### src/rtl/i2c_pkg.sv
// Shared types and helpers for the I2C register-transaction master.
// Slot classification helpers keep the top-level FSM and datapath terse.
package i2c_pkg;

  typedef enum logic [3:0] {
    ST_IDLE, ST_START, ST_ADDR_W, ST_ACK_A, ST_REG, ST_ACK_R, ST_WDATA,
    ST_ACK_W, ST_RSTART, ST_ADDR_R, ST_ACK_AR, ST_RDATA, ST_MNACK, ST_STOP
  } state_e;

  localparam logic [1:0] PH0 = 2'd0;
  localparam logic [1:0] PH1 = 2'd1;
  localparam logic [1:0] PH2 = 2'd2;
  localparam logic [1:0] PH3 = 2'd3;

  localparam logic RW_WRITE = 1'b0;
  localparam logic RW_READ  = 1'b1;

  // Bytes shifted out by the master.
  function automatic logic is_tx(input state_e s);
    return (s == ST_ADDR_W) || (s == ST_REG) || (s == ST_WDATA) || (s == ST_ADDR_R);
  endfunction

  // Any 8-slot byte, including the received one.
  function automatic logic is_byte(input state_e s);
    return is_tx(s) || (s == ST_RDATA);
  endfunction

  function automatic logic is_ack(input state_e s);
    return (s == ST_ACK_A) || (s == ST_ACK_R) || (s == ST_ACK_W) || (s == ST_ACK_AR);
  endfunction

endpackage

### src/rtl/i2c_bit_timer.sv
// Divides clk_i into 4-phase bus slots; each phase lasts CLK_DIV cycles.
// Held cleared while run is low so every transaction starts on a slot boundary.
module i2c_bit_timer
  import i2c_pkg::*;
#(
  parameter int CLK_DIV = 125
) (
  input  logic       clk_i,
  input  logic       arst_i,
  input  logic       run,
  output logic [1:0] phase,
  output logic       phase_end,
  output logic       slot_end,
  output logic       sample_stb
);

  localparam int CW = $clog2(CLK_DIV);

  logic [CW-1:0] cnt;

  assign phase_end  = (cnt == CW'(CLK_DIV - 1));
  assign slot_end   = phase_end && (phase == PH3);
  assign sample_stb = phase_end && (phase == PH2);

  always_ff @(posedge clk_i or posedge arst_i) begin
    if (arst_i) begin
      cnt   <= '0;
      phase <= PH0;
    end else if (!run) begin
      cnt   <= '0;
      phase <= PH0;
    end else if (phase_end) begin
      cnt   <= '0;
      phase <= phase + 2'd1;
    end else begin
      cnt   <= cnt + CW'(1);
    end
  end

endmodule

### src/rtl/i2c_master_ctrl.sv
// Single-byte register write/read master driving open-drain SCL/SDA.
// One command per handshake, one response pulse in the first IDLE cycle.
module i2c_master_ctrl
  import i2c_pkg::*;
#(
  parameter int CLK_DIV = 125
) (
  input  logic       clk_i,
  input  logic       arst_i,
  input  logic       cmd_valid_i,
  output logic       cmd_ready_o,
  input  logic       cmd_rw_i,
  input  logic [6:0] cmd_dev_addr_i,
  input  logic [7:0] cmd_reg_addr_i,
  input  logic [7:0] cmd_wdata_i,
  output logic       rsp_valid_o,
  output logic [7:0] rsp_rdata_o,
  output logic       rsp_nack_o,
  output logic       busy_o,
  output logic       scl_oe_o,
  output logic       sda_oe_o,
  input  logic       sda_i
);

  state_e     state, state_n;
  logic [1:0] phase;
  logic       phase_end, slot_end, sample_stb;
  logic       accept, rw, nack, sda_smp;
  logic [6:0] dev;
  logic [7:0] reg_a, wdata, sh, sh_load, rx;
  logic [2:0] bit_cnt;

  assign cmd_ready_o = (state == ST_IDLE);
  assign busy_o      = !cmd_ready_o;
  assign accept      = cmd_valid_i && cmd_ready_o;

  i2c_bit_timer #(.CLK_DIV(CLK_DIV)) u_timer (
    .clk_i      (clk_i),
    .arst_i     (arst_i),
    .run        (state != ST_IDLE),
    .phase      (phase),
    .phase_end  (phase_end),
    .slot_end   (slot_end),
    .sample_stb (sample_stb)
  );

  always_ff @(posedge clk_i or posedge arst_i) begin
    if (arst_i) state <= ST_IDLE;
    else        state <= state_n;
  end

  // sda_smp is refreshed at every phase end, so at slot_end it still holds the ph2 sample.
  always_comb begin
    state_n  = state;
    sh_load  = sh;
    scl_oe_o = 1'b0;
    sda_oe_o = 1'b0;
    if (state == ST_IDLE) begin
      if (cmd_valid_i) state_n = ST_START;
    end else if (slot_end) begin
      unique case (state)
        ST_START:  state_n = ST_ADDR_W;
        ST_ADDR_W: if (bit_cnt == 3'd0) state_n = ST_ACK_A;
        ST_ACK_A:  state_n = sda_smp ? ST_STOP : ST_REG;
        ST_REG:    if (bit_cnt == 3'd0) state_n = ST_ACK_R;
        ST_ACK_R:  state_n = sda_smp ? ST_STOP : ((rw == RW_READ) ? ST_RSTART : ST_WDATA);
        ST_WDATA:  if (bit_cnt == 3'd0) state_n = ST_ACK_W;
        ST_ACK_W:  state_n = ST_STOP;
        ST_RSTART: state_n = ST_ADDR_R;
        ST_ADDR_R: if (bit_cnt == 3'd0) state_n = ST_ACK_AR;
        ST_ACK_AR: state_n = sda_smp ? ST_STOP : ST_RDATA;
        ST_RDATA:  if (bit_cnt == 3'd0) state_n = ST_MNACK;
        ST_MNACK:  state_n = ST_STOP;
        ST_STOP:   state_n = ST_IDLE;
        default:   state_n = ST_IDLE;
      endcase
    end

    unique case (state_n)
      ST_ADDR_W: sh_load = {dev, 1'b0};
      ST_REG:    sh_load = reg_a;
      ST_WDATA:  sh_load = wdata;
      ST_ADDR_R: sh_load = {dev, 1'b1};
      default:   sh_load = sh;
    endcase

    unique case (state)
      ST_IDLE:   scl_oe_o = 1'b0;
      ST_START:  scl_oe_o = (phase == PH3);
      ST_RSTART: scl_oe_o = (phase == PH0) || (phase == PH3);
      ST_STOP:   scl_oe_o = (phase == PH0);
      default:   scl_oe_o = (phase <= PH1);
    endcase

    if (state == ST_START || state == ST_RSTART) sda_oe_o = (phase >= PH2);
    else if (state == ST_STOP)                   sda_oe_o = (phase <= PH1);
    else if (is_tx(state))                       sda_oe_o = !sh[7];
  end

  always_ff @(posedge clk_i or posedge arst_i) begin
    if (arst_i) begin
      rw          <= RW_WRITE;
      dev         <= '0;
      reg_a       <= '0;
      wdata       <= '0;
      sh          <= '0;
      rx          <= '0;
      bit_cnt     <= 3'd7;
      nack        <= 1'b0;
      sda_smp     <= 1'b1;
      rsp_valid_o <= 1'b0;
      rsp_rdata_o <= '0;
      rsp_nack_o  <= 1'b0;
    end else begin
      rsp_valid_o <= 1'b0;
      if (accept) begin
        rw          <= cmd_rw_i;
        dev         <= cmd_dev_addr_i;
        reg_a       <= cmd_reg_addr_i;
        wdata       <= cmd_wdata_i;
        bit_cnt     <= 3'd7;
        nack        <= 1'b0;
        rsp_rdata_o <= '0;
        rsp_nack_o  <= 1'b0;
      end
      if (phase_end) sda_smp <= sda_i;
      if (sample_stb && state == ST_RDATA) rx <= {rx[6:0], sda_i};
      if (slot_end) begin
        // bit_cnt wraps 0 -> 7 at the end of each byte, ready for the next one.
        if (is_byte(state)) bit_cnt <= bit_cnt - 3'd1;
        if (is_ack(state) && sda_smp) nack <= 1'b1;
        if (state_n != state && is_tx(state_n)) sh <= sh_load;
        else                                    sh <= {sh[6:0], 1'b0};
        if (state == ST_STOP) begin
          rsp_valid_o <= 1'b1;
          rsp_nack_o  <= nack;
          rsp_rdata_o <= (rw == RW_READ && !nack) ? rx : 8'h00;
        end
      end
    end
  end

endmodule

### config.mk
export PLATFORM = sky130hd
export DESIGN_NAME = i2c_master_ctrl
export DESIGN_NICKNAME = d
export VERILOG_FILES = /design/src/rtl/i2c_pkg.sv /design/src/rtl/i2c_bit_timer.sv /design/src/rtl/i2c_master_ctrl.sv
export SDC_FILE = /design/constraint.sdc
export NUM_CORES = 1
export LEC_CHECK = 0
export BUFFER_PORTS_ARGS = -buffer_cell sky130_fd_sc_hd__clkbuf_2
export CORE_UTILIZATION = 50
export CTS_CLUSTER_DIAMETER = 50
export DETAILED_ROUTE_END_ITERATION = 12
export PLACE_DENSITY_LB_ADDON = 0.3
export SLEW_MARGIN = 40
export SYNTH_ARGS = -nofsm -noshare
export SYNTH_HDL_FRONTEND = slang
export SYNTH_HIERARCHICAL = 1
export SYNTH_SLANG_ARGS = --single-unit
### constraint.sdc
create_clock -name clk_i -period 5.7 [get_ports clk_i]
set_input_delay 0.285 -clock clk_i [delete_from_list [all_inputs] [get_ports clk_i]]
set_output_delay 0.285 -clock clk_i [all_outputs]
set_load 0.01 [all_outputs]
==> metrics.txt, run 1 <==
status completed; CP max stage delay between 0.6 and 0.7 ns; Yosys top cell area share 0.4313; Die Area between 0.007 and 0.008 mm²; multi-input logic area ~0.0018 mm²; worst hold path class in -> reg; I/O Buffers 41; hold buffer count at CTS 1; switching pwr approximately 220 µW; Detail Route Antenna Nets 0; Critical Path AT roughly 4.2 ns; Post-Syn Nets roughly 440; Synth top cells by count nand2_1, dfrtp_1, nor2_1, inv_1; Combinational Power Share 0.023; First-pass DRT Iterations 4; largest net degree at the start of global routing 60; asr flop ratio synth 1.000; Final Hold Vio Count 0; crit-path most repeated cell inv_1; FF+latch count, synth 68; CP top delay family compound AO/OA/AOI/OAI gates; internal power between 700 and 800 µW; Vias/cell between 5 and 6; kind of critical path reg -> reg; Sw Ratio 0.2367; Peak VDD IR 0.1202 mV; GPL Wtd Cong 0.8792; routed wire length between 7000 and 8000 µm; Worst Tran Pin Value between 0.8 and 0.9 ns; post-placement cell count between 500 and 600; clock buffer depth 2; cell taking the most area after synthesis dfrtp_1; Iter 0 DRT Violations 287; diode count 0; sequential share of power 0.526; Mapped Area ~0.0037 mm²; PostCTS Resize Cnt 0; CTS H-tree depth 3; Max-Cap Viols 0; Final Non-Filler Cells 532; leakage 2.056 nW; Root Buffer clkbuf_8; Starting Density 0.5147; Worst-path clk slew approximately 0.090 ns; EDFF count, synth 0; WL/cell about 14 µm; GRT overflow 0; die height a little under 90 µm; Core ar. between 0.007 and 0.008 mm²; CP max FO 20; total number of vias around 2900; DP Wirelength slightly above 5000 µm; TNS Setup 0 ns; sequential share of the synthesized area 0.4596; drt drc 0; final core occ 0.5801; antenna violations before repair 0; most common cell in the netlist nand2_1; Worst Skew about 0.014 ns; Synth cell types a little over 60; CP endpoint kind flop; TritonCTS buffer count 9; hold slack 0.1249 ns; yosys warns 6; final setup fails 0; IO Pins 42; crit path time final between 3 and 4 ns; Crit-path slowest cell and2_1; register area ~0.0017 mm²; Tcrit/Tclk final 0.6925; row count 31; Die Wd just under 90 µm; Worst-Skew Late Latency about 0.35 ns; area delta synth->final 12.70%; Clk pwr share 0.451; crit-path cells inv_1, ha_1, nand3_1, nor2_4, and2_1, inv_2, o31a_1, o221ai_2, inv_1, nor2_1, o22ai_4, a21bo_2, a31oi_1; ratio of cells with drive above 1 in the final layout 0.2263; fillers around 670; first-pass GRT wire length roughly 13000 µm; Post-CTS Setup Inserts 0; CP bufs+invs 3; fmax approximately 250 MHz; slew margin rel. 0.4637; Power per Cell Area between 200 and 250 mW/mm²; ys flop type dfrtp_1; final net count 466; synth top area cells dfrtp_1, nand2_1, ha_1, mux2_2, dfstp_2; cells after synthesis approximately 400; CTS tree yes; RSZ-0062 raised after global routing false; max-slew violations 0; Critical Path RT approximately 6 ns; total track usage 0.2113; nature of the critical path startpoint flop; clock sinks 68; Mean Syn Cell Area between 9 and 10 µm²; vias in the first global route about 2700
stage by stage:
stage | instance area, µm² | power [mW] | setup WS (ns)
3_5_place_dp | 3945 | 0.5123 | 1.791
4_1_cts | 4161 | 0.9251 | 1.751
2_1_floorplan | 3714 | 0.4997 | 2.843
3_3_place_gp | 3934 | 0.5120 | 1.623
6_report | 4185 | 0.9178 | 1.753
5_1_grt | 4185 | 0.9488 | 1.351
power by group through the flow:
stage / Combinational (mW) / Clock [mW] / Sequential [mW]
finish: 0.0214 / 0.414 / 0.483
global route: 0.0249 / 0.441 / 0.483
CTS: 0.0206 / 0.422 / 0.483
detailed placement: 0.0201 / 0 / 0.492
global placement: 0.0199 / 0 / 0.492
floorplan: 0.00760 / 0 / 0.492
worst register-to-register path, stage by stage (launching register included):
cell and delay [ns]:
dfrtp_1 0.44, inv_1 0.08, ha_1 0.18, nand3_1 0.16
nor2_4 0.19, and2_1 0.67, inv_2 0.22, o31a_1 0.37
o221ai_2 0.58, inv_1 0.13, nor2_1 0.25, o22ai_4 0.18
a21bo_2 0.23, a31oi_1 0.18
final timing paths:
kind / from / end / slack [ns] / cells after the start
worst max register to register: u_timer/cnt[0] / sh[4] / 1.75 / 13
worst min register to register: reg_a[4] / reg_a[4] / 0.48 / 2
min in group asynchronous: arst_i / u_timer/cnt[1] / 0.43 / 3
max in group asynchronous: arst_i / wdata[5] / 4.70 / 5
worst max-delay path: u_timer/cnt[0] / sh[4] / 1.75 / 13
worst min-delay path: cmd_dev_addr_i[1] / dev[1] / 0.12 / 3
cells in the final DEF (no fill, tap or decap), types with 4 or more instances in the layout:
| cell type | n |
|---|---|
| mux2i_1 | 10 |
| clkbuf_2 | 41 |
| dfrtp_1 | 63 |
| and2_1 | 4 |
| nor2_1 | 23 |
| a21bo_2 | 7 |
| a21oi_1 | 8 |
| o2111ai_1 | 7 |
| nand2b_1 | 6 |
| nand3_1 | 6 |
| dfstp_2 | 4 |
| inv_1 | 15 |
| nand3b_1 | 4 |
| nor3_1 | 4 |
| mux2_2 | 10 |
| a31oi_1 | 8 |
| o21ai_0 | 12 |
| nand2_1 | 97 |
| ha_1 | 10 |
| a22o_1 | 10 |
| clkbuf_8 | 9 |
logic make-up after synthesis:
kind of cell,count (synthesis),synth area share
adder cells (fa/ha/maj),10,0.03369
multiplexers,20,0.05728
XOR/XNOR,5,0.01179
AO/OA/AOI/OAI,88,0.1870
buffers and inverters,43,0.05155
flip-flops,68,0.4596
AND/OR/NAND/NOR,163,0.1991
layout make-up:
cell class / count / area share
Clock buffer: 9 / 0.02960
Clock inverter: 7 / 0.01973
Tap cell: 99 / 0.02960
Multi-Input combinational cell: 286 / 0.4371
Sequential cell: 68 / 0.4081
Timing Repair Buffer: 45 / 0.05979
Inverter: 18 / 0.01614
metal layers:
metal	routed length (µm)	global-route usage	vias up
li1	-	-	1438
met5	0	0	-
met1	3627	0.2980	1356
met3	303	0.03770	9
met4	108	0.07478	0
met2	3383	0.3280	73
flip-flops by register name (all words and copies together) (netlist names):
name / cells
reg_a: 8
rsp_rdata_o: 8
rx: 8
sh: 8
wdata: 8
dev: 7
u_timer/cnt: 7
state: 4
bit_cnt: 3
u_timer/phase: 2
nack: 1
rsp_nack_o: 1
rsp_valid_o: 1
rw: 1
sda_smp: 1
No activity file was read; power rests on OpenSTA's default activity.
==> run 2, diff against run 1 <==
Settings changed: ABC_AREA set to 1.
Clock period 5.7 ns to 3.6 ns, I/O delays scaled along.
==> metrics.txt, run 2 <==
status completed; WL/cell 11.72 µm (-16%); synth top area cells dfrtp_1, nand2_1, nand3_1, nor2_1, inv_1; sequential share of the synthesized area 0.4712 (+0.01159); area delta synth->final 13.92%; Synth cell types 32 (-48%); Iter 0 DRT Violations 129 (-55%); worst hold path class in -> reg; CP endpoint kind flop; Critical Path RT 3.85 ns (-2.11 ns); Power per Cell Area 360.9 mW/mm² (+65%); kind of critical path reg -> reg; Mean Syn Cell Area 7.594 µm² (-19%); Max-Cap Viols 0 (unchanged); GPL Wtd Cong 0.8792 (unchanged); FF+latch count, synth 68 (unchanged); most common cell in the netlist nand2_1; leakage 2.262 nW (+10%); most frequent cells in the layout nand2_1, dfrtp_1, nor2_1; Post-Syn Nets 515 (+18%); Die Area 0.007589 mm² (-2.4%); total number of vias 3067 (+6.6%); DP Wirelength 5154 µm (+1.2%); Detail Route Antenna Nets 0 (unchanged); Die Wd 87.12 µm (-1.2%); final net count 557 (+20%); fmax 366.9 MHz (+45%); Yosys top cell area share 0.4421 (+0.01087); Mapped Area 0.003622 mm² (-2.5%); largest net degree at the start of global routing 37 (-38%); EDFF count, synth 0 (unchanged); GRT overflow 0 (unchanged); Root Buffer clkbuf_8; pre-CTS setup slack 0.9078 ns (-0.8835 ns); Starting Density 0.5245 (+0.009715); Worst-Skew Late Latency 0.34 ns (about the same); clock buffer depth 2 (unchanged); yosys warns 6 (unchanged); row count 30 (-3.2%); Tcrit/Tclk final 0.7571 (+0.06465); die height 87.12 µm (-1.2%); first-pass GRT wire length 12960 µm (+2.3%); CTS H-tree depth 3 (unchanged); cells after synthesis 477 (+20%); TNS Setup 0 ns (unchanged); Worst Tran Pin Value 0.6996 ns (-0.1049 ns); I/O Buffers 41 (unchanged); nature of the critical path startpoint flop; IO Pins 42 (unchanged); cell taking the most area after synthesis dfrtp_1; RSZ-0062 raised after global routing false; most common cell after layout, fill and taps aside nand2_1; diode count 0 (unchanged); max-slew violations 0 (unchanged); Setup WS post-layout 0.8744 ns (-0.8785 ns); TritonCTS buffer count 9 (unchanged); CP max FO 28 (+40%); First-pass DRT Iterations 4 (unchanged); Worst Skew 0.009895 ns (-0.004025 ns); Synth top cells by count nand2_1, dfrtp_1, nor2_1, nand3_1, inv_1; final core occ 0.5975 (+0.01734); ys flop type dfrtp_1; Worst-path clk slew 0.07 ns (-0.02 ns); asr flop ratio synth 1.000 (unchanged); final setup fails 0 (unchanged); Vias/cell 4.947 (-8.5%); routed wire length 7268 µm (-2.1%); vias in the first global route 2928 (+6.6%); slew margin rel. 0.5307 (+0.06704); Peak VDD IR 0.2541 mV (+110%); clock sinks 68 (unchanged); crit path time final 2.726 ns (-1.221 ns); ratio of cells with drive above 1 in the final layout 0.1889 (-0.03740); Critical Path AT 2.98 ns (-1.23 ns); total track usage 0.2209 (+0.009572); Core ar. 0.006907 mm² (-4.3%); Final Hold Vio Count 0 (unchanged); CTS tree yes; antenna violations before repair 0 (unchanged); drt drc 0 (unchanged)
run 2: area by class of cell:
cell class                 count  area, µm²
tap                           96      120.1
sequential                    68       1707
clock buffer                  12      145.1
clock inverter                 4      73.82
inverter                      54      202.7
timing repair buffer          44      230.2
fill                         655       2780
multi-input combinational    342       1648
run 2: worst max-delay path: stages (launching register included):
cell      delay, ns
dfrtp_1        0.41
inv_1          0.07
ha_1           0.15
nand3_2        0.09
nor2_4         0.20
inv_1          0.07
nor2_1         0.09
buf_4          0.29
o21ai_0        0.16
inv_2          0.11
nand2_4        0.07
nor2_1         0.45
nand3_1        0.14
nand3_1        0.12
nor2_1         0.04
o21bai_1       0.17
run 2: power by group:
part	leakage, nW	total [mW]	switching [mW]	internal [mW]
logic	1.30	0.0322	0.0202	0.0120
clock network	0.111	0.692	0.283	0.410
registers	0.851	0.765	0.000312	0.764
total	2.26	1.49	0.303	1.19
run 2: through the flow:
step	instances	instance area [µm²]	hold slack [ns]	power, mW
after global routing	620	4126	0.02683	1.541
after floorplan	477	3622	0.007918	0.7909
after CTS	620	4126	0.01518	1.508
after global placement	603	3897	0.1516	0.8108
final	620	4126	0.02924	1.489
after detailed placement	603	3897	0.1699	0.8118
run 2: kinds of logic (layout without fill, tap and decap cells):
group                    after synthesis  in the layout  synth area share
AO/OA/AOI/OAI                         39             39           0.06667
XOR/XNOR                               3              3          0.007255
adder cells (fa/ha/maj)               10             10           0.03454
buffers and inverters                 67            114           0.07392
flip-flops                            68             68            0.4712
multiplexers                           2              2          0.006217
AND/OR/NAND/NOR                      288            288            0.3402
run 2: layer usage:
metal	global-route usage	up-vias	routed length (µm)
li1	-	1575	-
met1	0.2856	1423	3487
met2	0.3651	61	3408
met3	0.03507	8	266
met4	0.1043	0	106
met5	0	-	0
run 2: timing repair:
action                     4_1_cts  5_1_grt
setup buffers                    0        0
setup endpoints to repair        0        0
gates resized for setup          0        0
hold buffers                     1        0
hold endpoints to repair        38        0
run 2: final timing paths:
check	from	end	cells after the start	slack [ns]
max	u_timer/cnt[0]	sh[2]	15	0.87
min	cmd_reg_addr_i[7]	reg_a[7]	3	0.03
max reg2reg	u_timer/cnt[0]	sh[2]	15	0.87
min reg2reg	reg_a[3]	reg_a[3]	2	0.48
max in group asynchronous	arst_i	bit_cnt[0]	4	2.23
min in group asynchronous	arst_i	u_timer/cnt[5]	3	0.37
==> run 3, diff against run 2 <==
Settings changed: ABC_AREA 1 to 0.
Clock period 3.6 ns to 2.33 ns, I/O delays scaled along.
==> metrics.txt, run 3 (synthesis gave the netlist of run 1 again) <==
Vias/cell 5.350 (+8.1%); worst hold path class in -> async; sequential share of power 0.481 (-0.032); GRT overflow 0 (unchanged); CTS H-tree depth 3 (unchanged); Die Area 0.007776 mm² (+2.5%); Setup WS post-layout -0.4329 ns (-1.307 ns); Worst Skew 0.01052 ns (+0.0006215 ns); total number of vias 3333 (+8.7%); internal power 1.942 mW (+64%); WL/cell 15.47 µm (+32%); most frequent cells in the layout nand2_1, buf_4, dfrtp_1; Final Power 2.456 mW (+65%); total track usage 0.2646 (+0.04369); First-pass DRT Iterations 5 (+1); leakage 2.539 nW (+12%); I/O Buffers 41 (unchanged); Sw Ratio 0.2094 (+0.005768); crit path time final 2.763 ns (+0.03723 ns); antenna violations before repair 0 (unchanged); final setup fails 8 (+8); CP endpoint kind flop; nature of the critical path startpoint flop; IO Pins 42 (unchanged); Root Buffer clkbuf_8; most common cell after layout, fill and taps aside nand2_1; first-pass GRT wire length 15680 µm (+21%); Worst-path clk slew 0.08 ns (about the same); vias in the first global route 3373 (+15%); Power per Cell Area 476.8 mW/mm² (+32%); drt drc 0 (unchanged); RSZ-0062 raised after global routing true; clock buffer depth 2 (unchanged); status complete, but fails checks; routed wire length 9635 µm (+33%); violated checks negative setup slack; Starting Density 0.5147 (-0.009715); largest net degree at the start of global routing 42 (+14%); final net count 557 (unchanged); area delta synth->final 38.68%; die height 88.18 µm (+1.2%); Worst-Skew Late Latency 0.35 ns (about the same); GPL Wtd Cong 0.9199 (+4.6%); CP max FO 7 (-75%); CTS tree yes; Iter 0 DRT Violations 195 (+51%); kind of critical path reg -> reg; diode count 0 (unchanged); switching pwr 514.2 µW (+70%); slew margin rel. 0.5686 (+0.03792); Worst Tran Pin Value 0.6447 ns (-0.05494 ns); Clk pwr share 0.484 (+0.019); Peak VDD IR 0.6186 mV (+140%); ratio of cells with drive above 1 in the final layout 0.3473 (+0.1584); Detail Route Antenna Nets 0 (unchanged); Critical Path RT 2.61 ns (-1.24 ns); row count 31 (+3.3%); TritonCTS buffer count 9 (unchanged); Final Hold Vio Count 0 (unchanged); max-slew violations 0 (unchanged); Tcrit/Tclk final 1.186 (+0.4287); fmax 361.9 MHz (-1.3%); Max-Cap Viols 0 (unchanged); Die Wd 88.18 µm (+1.2%); Critical Path AT 3.04 ns (+0.06 ns); hold slack 0.3001 ns (+0.2708 ns); Core ar. 0.007214 mm² (+4.5%); Combinational Power Share 0.035 (+0.013); DP Wirelength 6075 µm (+18%); clock sinks 68 (unchanged)
==> run 3: per-stage QoR <==
stage	worst slack (ns)	TNS, ns	area (µm²)	std cells	util
6_report	-0.4329	-3.075	5150	623	0.7138
5_1_grt	-0.5366	-3.882	5150	623	0.7138
4_1_cts	-0.3647	-2.606	5050	620	0.7000
3_5_place_dp	-0.3048	-2.850	4403	572	0.6103
3_3_place_gp	-0.2684	-2.301	4400	572	0.6100
2_1_floorplan	-0.3600	-3.050	3735	397	-
==> run 3: what timing repair did <==
action                                  4_1_cts  5_1_grt
setup buffers                                 5        5
endpoints found under the setup margin       17       17
endpoints found under the hold margin        69        0
gates resized for setup                      13       19
pin swaps                                    10       19
gates cloned                                  1        0
hold buffers                                 26        0
==> run 3: critical path, cell delays in order (launching register included) <==
cell	delay, ns
dfrtp_1	0.40
inv_2	0.07
ha_4	0.15
nand3_4	0.07
nor2_4	0.11
and2_4	0.17
inv_4	0.04
or3_4	0.40
o21a_1	0.17
or3b_4	0.42
o22ai_4	0.21
buf_12	0.16
o2111ai_4	0.10
a31oi_4	0.21
==> run 3: final cells by class <==
type,instances,area [µm²]
inverters,18,72.57
multi-input cells,286,1999
fillers,541,2064
clock buffers,10,127.6
well taps,99,123.9
flip-flops and latches,68,1707
repair buffers,136,1007
clock inverters,6,112.6
==> run 3: metal layers <==
layer / GRT usage / part of all wire
met1: 0.3317 / 0.45
met2: 0.4399 / 0.49
met4: 0.1144 / 0.026
met5: 0 / 0
met3: 0.05844 / 0.036
==> run 3: path summary, 6_finish.rpt <==
check	endpoint	slack, ns	cells after the start	from
worst min-delay path	u_timer/phase[0]	0.30	3	arst_i
max in group asynchronous	dev[0]	1.37	4	arst_i
worst min register to register	wdata[5]	0.48	2	wdata[5]
worst max-delay path	sh[6]	-0.43	13	u_timer/cnt[1]
min in group clk_i	state[0]	0.32	6	cmd_valid_i
worst max register to register	sh[6]	-0.43	13	u_timer/cnt[1]
==> run 3: power groups by stage <==
stage | Clock [mW] | Sequential [mW] | Combinational (mW)
floorplan | 0 | 1.20 | 0.0186
global placement | 0 | 1.20 | 0.0506
detailed placement | 0 | 1.20 | 0.0520
CTS | 1.21 | 1.18 | 0.0862
global route | 1.25 | 1.18 | 0.0954
finish | 1.19 | 1.18 | 0.0862
